$ cat src/rtl/instruction_fetch.sv
`default_nettype none
// ============================================================================
//  Module      : instruction_fetch
//  Description : Fetch stage downstream of the 8-bit program counter. Holds
//                an internal instruction memory and presents fetched words
//                to decode through a valid/ready register. It steers the
//                counter (hold / redirect / increment), and handles program
//                load, start/halt control and an accepted-instruction count.
//  Revision    : 1.0 - initial release
// ============================================================================
module instruction_fetch #(
   parameter int                 INSTR_W    = 9,
   parameter int                 DEPTH      = 256,
   parameter logic [INSTR_W-1:0] HALT_INSTR = 9'h1FF
) (
   input  logic               clk,
   input  logic               rst_n,
   input  logic [7:0]         pc,
   output logic [7:0]         pc_control,
   output logic [7:0]         jump_offset,
   input  logic               start,
   input  logic               prog_we,
   input  logic [7:0]         prog_addr,
   input  logic [INSTR_W-1:0] prog_data,
   output logic [INSTR_W-1:0] instr,
   output logic [7:0]         instr_pc,
   output logic               instr_valid,
   input  logic               decode_ready,
   input  logic               branch_taken,
   input  logic [7:0]         branch_offset,
   output logic               running,
   output logic [15:0]        accepted_count
);

   typedef enum logic [1:0] {
      ST_IDLE = 2'd0,
      ST_RUN  = 2'd1,
      ST_HALT = 2'd2
   } state_t;

   state_t             r_state;
   state_t             w_state_nxt;
   logic [INSTR_W-1:0] r_mem [DEPTH];
   logic [INSTR_W-1:0] r_instr;
   logic [INSTR_W-1:0] w_instr_nxt;
   logic [7:0]         r_instr_pc;
   logic [7:0]         w_instr_pc_nxt;
   logic               r_valid;
   logic               w_valid_nxt;
   logic [15:0]        r_count;
   logic [7:0]         w_pc_control;
   logic [7:0]         w_jump_offset;
   logic [INSTR_W-1:0] w_rd_data;
   logic               w_accept;

   assign w_accept  = r_valid & decode_ready;
   assign w_rd_data = r_mem[pc];

   // Program load port; the fetch read sees the old word until the next cycle.
   always_ff @(posedge clk) begin
      if (prog_we && (r_state != ST_RUN)) begin
         r_mem[prog_addr] <= prog_data;
      end
   end

   // State and instruction register.
   always_ff @(posedge clk or negedge rst_n) begin
      if (!rst_n) begin
         r_state    <= ST_IDLE;
         r_instr    <= '0;
         r_instr_pc <= '0;
         r_valid    <= 1'b0;
      end else begin
         r_state    <= w_state_nxt;
         r_instr    <= w_instr_nxt;
         r_instr_pc <= w_instr_pc_nxt;
         r_valid    <= w_valid_nxt;
      end
   end

   // Next state, instruction register update and counter steering.
   // Hold is expressed as pc + 1 + 8'hFF, so the counter needs no hold input.
   always_comb begin
      w_state_nxt    = r_state;
      w_instr_nxt    = r_instr;
      w_instr_pc_nxt = r_instr_pc;
      w_valid_nxt    = r_valid;
      w_pc_control   = 8'hFF;
      w_jump_offset  = 8'hFF;
      case (r_state)
         ST_RUN: begin
            if (w_accept && branch_taken) begin
               // target - pc - 1 = (instr_pc + 1 + off) - pc - 1
               w_jump_offset = r_instr_pc + branch_offset - pc;
               w_valid_nxt   = 1'b0;
            end else if (w_accept && (r_instr == HALT_INSTR)) begin
               w_valid_nxt = 1'b0;
               w_state_nxt = ST_HALT;
            end else if (r_valid && !decode_ready) begin
               // Stall: hold counter and instruction register.
               w_valid_nxt = r_valid;
            end else begin
               w_pc_control   = 8'h00;
               w_instr_nxt    = w_rd_data;
               w_instr_pc_nxt = pc;
               w_valid_nxt    = 1'b1;
            end
         end
         default: begin
            w_valid_nxt = 1'b0;
            if (start) begin
               w_state_nxt = ST_RUN;
            end
         end
      endcase
   end

   // Saturating count of instructions accepted by decode.
   always_ff @(posedge clk or negedge rst_n) begin
      if (!rst_n) begin
         r_count <= '0;
      end else if (w_accept && (r_count != 16'hFFFF)) begin
         r_count <= r_count + 16'd1;
      end
   end

   assign pc_control     = w_pc_control;
   assign jump_offset    = w_jump_offset;
   assign instr          = r_instr;
   assign instr_pc       = r_instr_pc;
   assign instr_valid    = r_valid;
   assign running        = (r_state == ST_RUN);
   assign accepted_count = r_count;

endmodule
`default_nettype wire

$ cat config.mk
export PLATFORM = sky130hd
export DESIGN_NAME = instruction_fetch
export DESIGN_NICKNAME = d
export VERILOG_FILES = /design/src/rtl/instruction_fetch.sv
export SDC_FILE = /design/constraint.sdc
export NUM_CORES = 2
export LEC_CHECK = 0
export CORE_MARGIN = 5
export CORE_UTILIZATION = 60
export DETAILED_ROUTE_END_ITERATION = 7
export GPL_TIMING_DRIVEN = 0
export PLACE_DENSITY = 0.76
export SYNTH_ARGS = -nofsm -noshare
export SYNTH_HDL_FRONTEND = slang
export SYNTH_SLANG_ARGS = --single-unit
$ cat constraint.sdc
create_clock -name clk -period 2.88 [get_ports clk]
set_input_delay 0.432 -clock clk [delete_from_list [all_inputs] [get_ports clk]]
set_output_delay 0.432 -clock clk [all_outputs]
set_load 0.05 [all_outputs]
==> results.cfg <==
[yosys]
ys_seq_elements = 2340
async_flop_share_pct = 1.54
ys_seq_area_share_pct = 77.0
synth.cell_area_um2 = 91100
synth_warnings = 0
synth_cell_type_count = 59
synthFlopType = edfxtp_1
syn_nets = 4473
avgSynthCellArea_um2 = 20.6
synth_edf_count = 2304
synth_cells = 4418

[final_layout]
syn_to_final_growth_pct = 16.1
drive_above_1_share_pct = 29.7
utilization_pct = 69.9
finalNetCount = 4867
ff_latch_area_um2 = 70100
multiInputGateArea_um2 = 21600
instances_no_fill = 7043
nFillCells = 8792

[job]
cap_violations = 1

[critical_path]
slowest_delay_ns = 0.50
required_ns = 2.45
worst_ep_arrival_time_ns = 3.14
crit_chain = inv_2, fa_1, inv_1, ha_1, a21o_1, a21oi_2, o21bai_1, a21oi_2, o21ai_1, xnor2_1, nand2_2, buf_8
startpoint_type = flop
endpoint_kind = primary output
r2r-end = r_mem[151][4]$_DFFE_PP_
reg2reg_depth = 6
critPathMaxFanout = 2
critPathKind = reg2out
crit_path_top_delay_cell = fa_1
rr_startpoint = r_state[0]$_DFFE_PN0P_
crit_top_cell = a21oi_2
ff2ff_setup_slack_ns = -0.17

[timing]
fmax_mhz = 280
skew_ns = 0.0340
maxSlewHeadroom_pct = -2.75
tightest_slew_ns = 1.54
setup_viol = 336
setup_ws_ns = -0.693
period_minus_slack_ns = 3.57
rsz0062_at_grt = true
whs_ns = 0.0586
drv_slew = 9
hold_viol = 0
period_share_pct = 124

[clock_tree]
clock_sinks = 2340
cts_tree = done
clkLatencyLatePin_ns = 0.84
cts_buffers = 221
clockRootBuffer = clkbuf_16
clockBufferDepth = 3
cts_max_level = 4
clk_pin_slew_ns = 0.06

[floorplanning]
io_pins = 90
rows = 143
die_area_um2 = 160000
start_util_pct = 60.2
fp.dieH_um = 400
core-area_um2 = 151000
dieWidth_um = 400

[global_routing]
grt_pass1_vias = 47700
grt_remaining_overflow = 0
antenna_found_initial = 12
grt_max_degree = 177
track_usage_pct = 31.3
grt_pass1_wl_mm = 349

[power_and_ir_drop]
ir_drop_mv = 0.692
leakage_nw = 33.2
powerDensity_nw_per_um2 = 677

[min_path]
hold_class = in2reg
min_to = r_mem[174][0]$_DFFE_PP_
holdPathStages = 1
hold_start = prog_data[0]

[detailed_routing]
wl_mm = 251
drt_iter0_markers = 7731
drc = 0
antenna_left = 0
wire_per_inst_um = 35.6
via_per_inst = 6.97
vias = 49100
first_pass_iters = 8

[placed_design]
place_inst = 6548
dpl.hpwl_mm = 157
gp_congestion = 0.951
port_buffers = 85

[run_status]
status = finished, violations left
violations = capacitance limit, slew limit, setup timing
[worst max path at each step]
stage / startpoint / to / slack [ns] / depth (start not counted)
after global placement: prog_data[2] / r_mem[202][2]$_DFFE_PP_ / -6.74 / 1
after floorplan: instr_pc[1]$_DFFE_PN0P_ / jump_offset[7] / -0.0007 / 11
after detailed placement: pc[1] / instr[2]$_DFFE_PN0P_ / -2.65 / 11
final: instr_pc[1]$_DFFE_PN0P_ / jump_offset[7] / -0.69 / 12
after CTS: instr_pc[1]$_DFFE_PN0P_ / jump_offset[7] / -0.76 / 12
after global routing: instr_pc[1]$_DFFE_PN0P_ / jump_offset[7] / -0.85 / 12
[cell usage in the layout (no fill, tap or decap), drive strengths merged, types with 41 or more instances in the layout]
master         instances
clkinv                89
clkbuf               419
nand3                 69
inv                   51
mux4                 481
edfxtp              2304
buf                  236
o221ai                85
mux2i                248
a21oi                 67
o22ai                 85
clkdlybuf4s50         54
nor2                 272
nand2                 91
a22oi                 84
o21ai                 41
[critical path, delay by kind of cell, from the launching register on]
| family | cells | cell delay [ns] |
|---|---|---|
| AOI/OAI and AO/OA | 5 | 0.69 |
| xor gates and xnor gates | 1 | 0.17 |
| adders and majority gates | 2 | 0.76 |
| buffers and inverters | 3 | 0.24 |
| DFF | 1 | 0.37 |
| and+or+nand+nor | 1 | 0.08 |
[routing by layer]
metal	up-vias	global-route usage, %	part of all wire (%)
li1	19200	-	-
met1	25300	42.8	35
met2	3829	47.6	47
met3	675	8.61	13
met4	8	14.8	5.5
met5	-	0	0.023
[Yosys cell counts (37+ instances only)]
cell / instances / share of area, %
a21oi_1: 67 / 0.37
o22ai_1: 85 / 0.58
mux4_2: 481 / 12
buf_2: 41 / 0.23
mux2i_1: 248 / 2.7
nand3_1: 69 / 0.38
edfxtp_1: 2304 / 76
clkbuf_1: 149 / 0.61
a22oi_1: 84 / 0.69
buf_4: 51 / 0.42
o221ai_1: 85 / 0.82
nand2_1: 91 / 0.38
nor2_1: 270 / 1.1
inv_1: 37 / 0.15
o21ai_0: 39 / 0.21
[layout make-up]
class	count	share of cell area, %
Sequential cell	2340	66.3
Multi-Input combinational cell	1772	20.4
Clock buffer	279	5.52
Tap cell	2030	2.40
Timing Repair Buffer	174	2.04
Buffer	264	1.96
Clock inverter	137	1.28
Inverter	39	0.138
Antenna cell	8	0.0189
[cells by family (layout without fill, tap and decap cells)]
| kind of cell | Yosys count | count (layout) | share of synthesized area, % |
|---|---|---|---|
| flip-flops | 2340 | 2340 | 77.0 |
| multiplexers | 735 | 735 | 14.7 |
| AND/OR/NAND/NOR | 561 | 563 | 2.77 |
| AO/OA/AOI/OAI | 436 | 436 | 3.40 |
| buffers and inverters | 308 | 893 | 1.70 |
| XOR/XNOR | 22 | 22 | 0.212 |
| adder cells (fa/ha/maj) | 16 | 16 | 0.277 |
| other | 0 | 8 | 0 |
[what timing repair did]
action	4_1_cts	5_1_grt
cloned	0	3
gates resized for setup	639	371
setup endpoints to repair	2333	1830
hold buffers	4	0
pin swaps	35	34
buffers inserted	38	31
hold endpoints to repair	54	0
[flip-flops by register name, summed over array words and instances, names as in the netlist]
name and count:
r_state 2, accepted_count 16, instr_pc 8, instr_valid 1, r_mem 2304, instr 9
[metrics by stage]
stage	worst slack [ns]	power, W	cell area [um^2]	setup TNS [ns]
2_1_floorplan	-0.000725	0.0408	91100	-0.000725
3_3_place_gp	-6.74	0.0431	94500	-
3_5_place_dp	-2.65	0.0428	94900	-3288.95
4_1_cts	-0.759	0.0714	104000	-42.35
5_1_grt	-0.852	0.0732	106000	-15.61
6_report	-0.693	0.0716	106000	-14.14
[power breakdown]
group | internal (W) | leakage (nW) | switching (W)
clock | 0.0164 | 3.48 | 0.0126
combinational | 0.00175 | 8.59 | 0.00325
sequential | 0.0375 | 21.1 | 0.000111
total | 0.0557 | 33.2 | 0.0159
No activity file was read; power rests on OpenSTA's default activity.
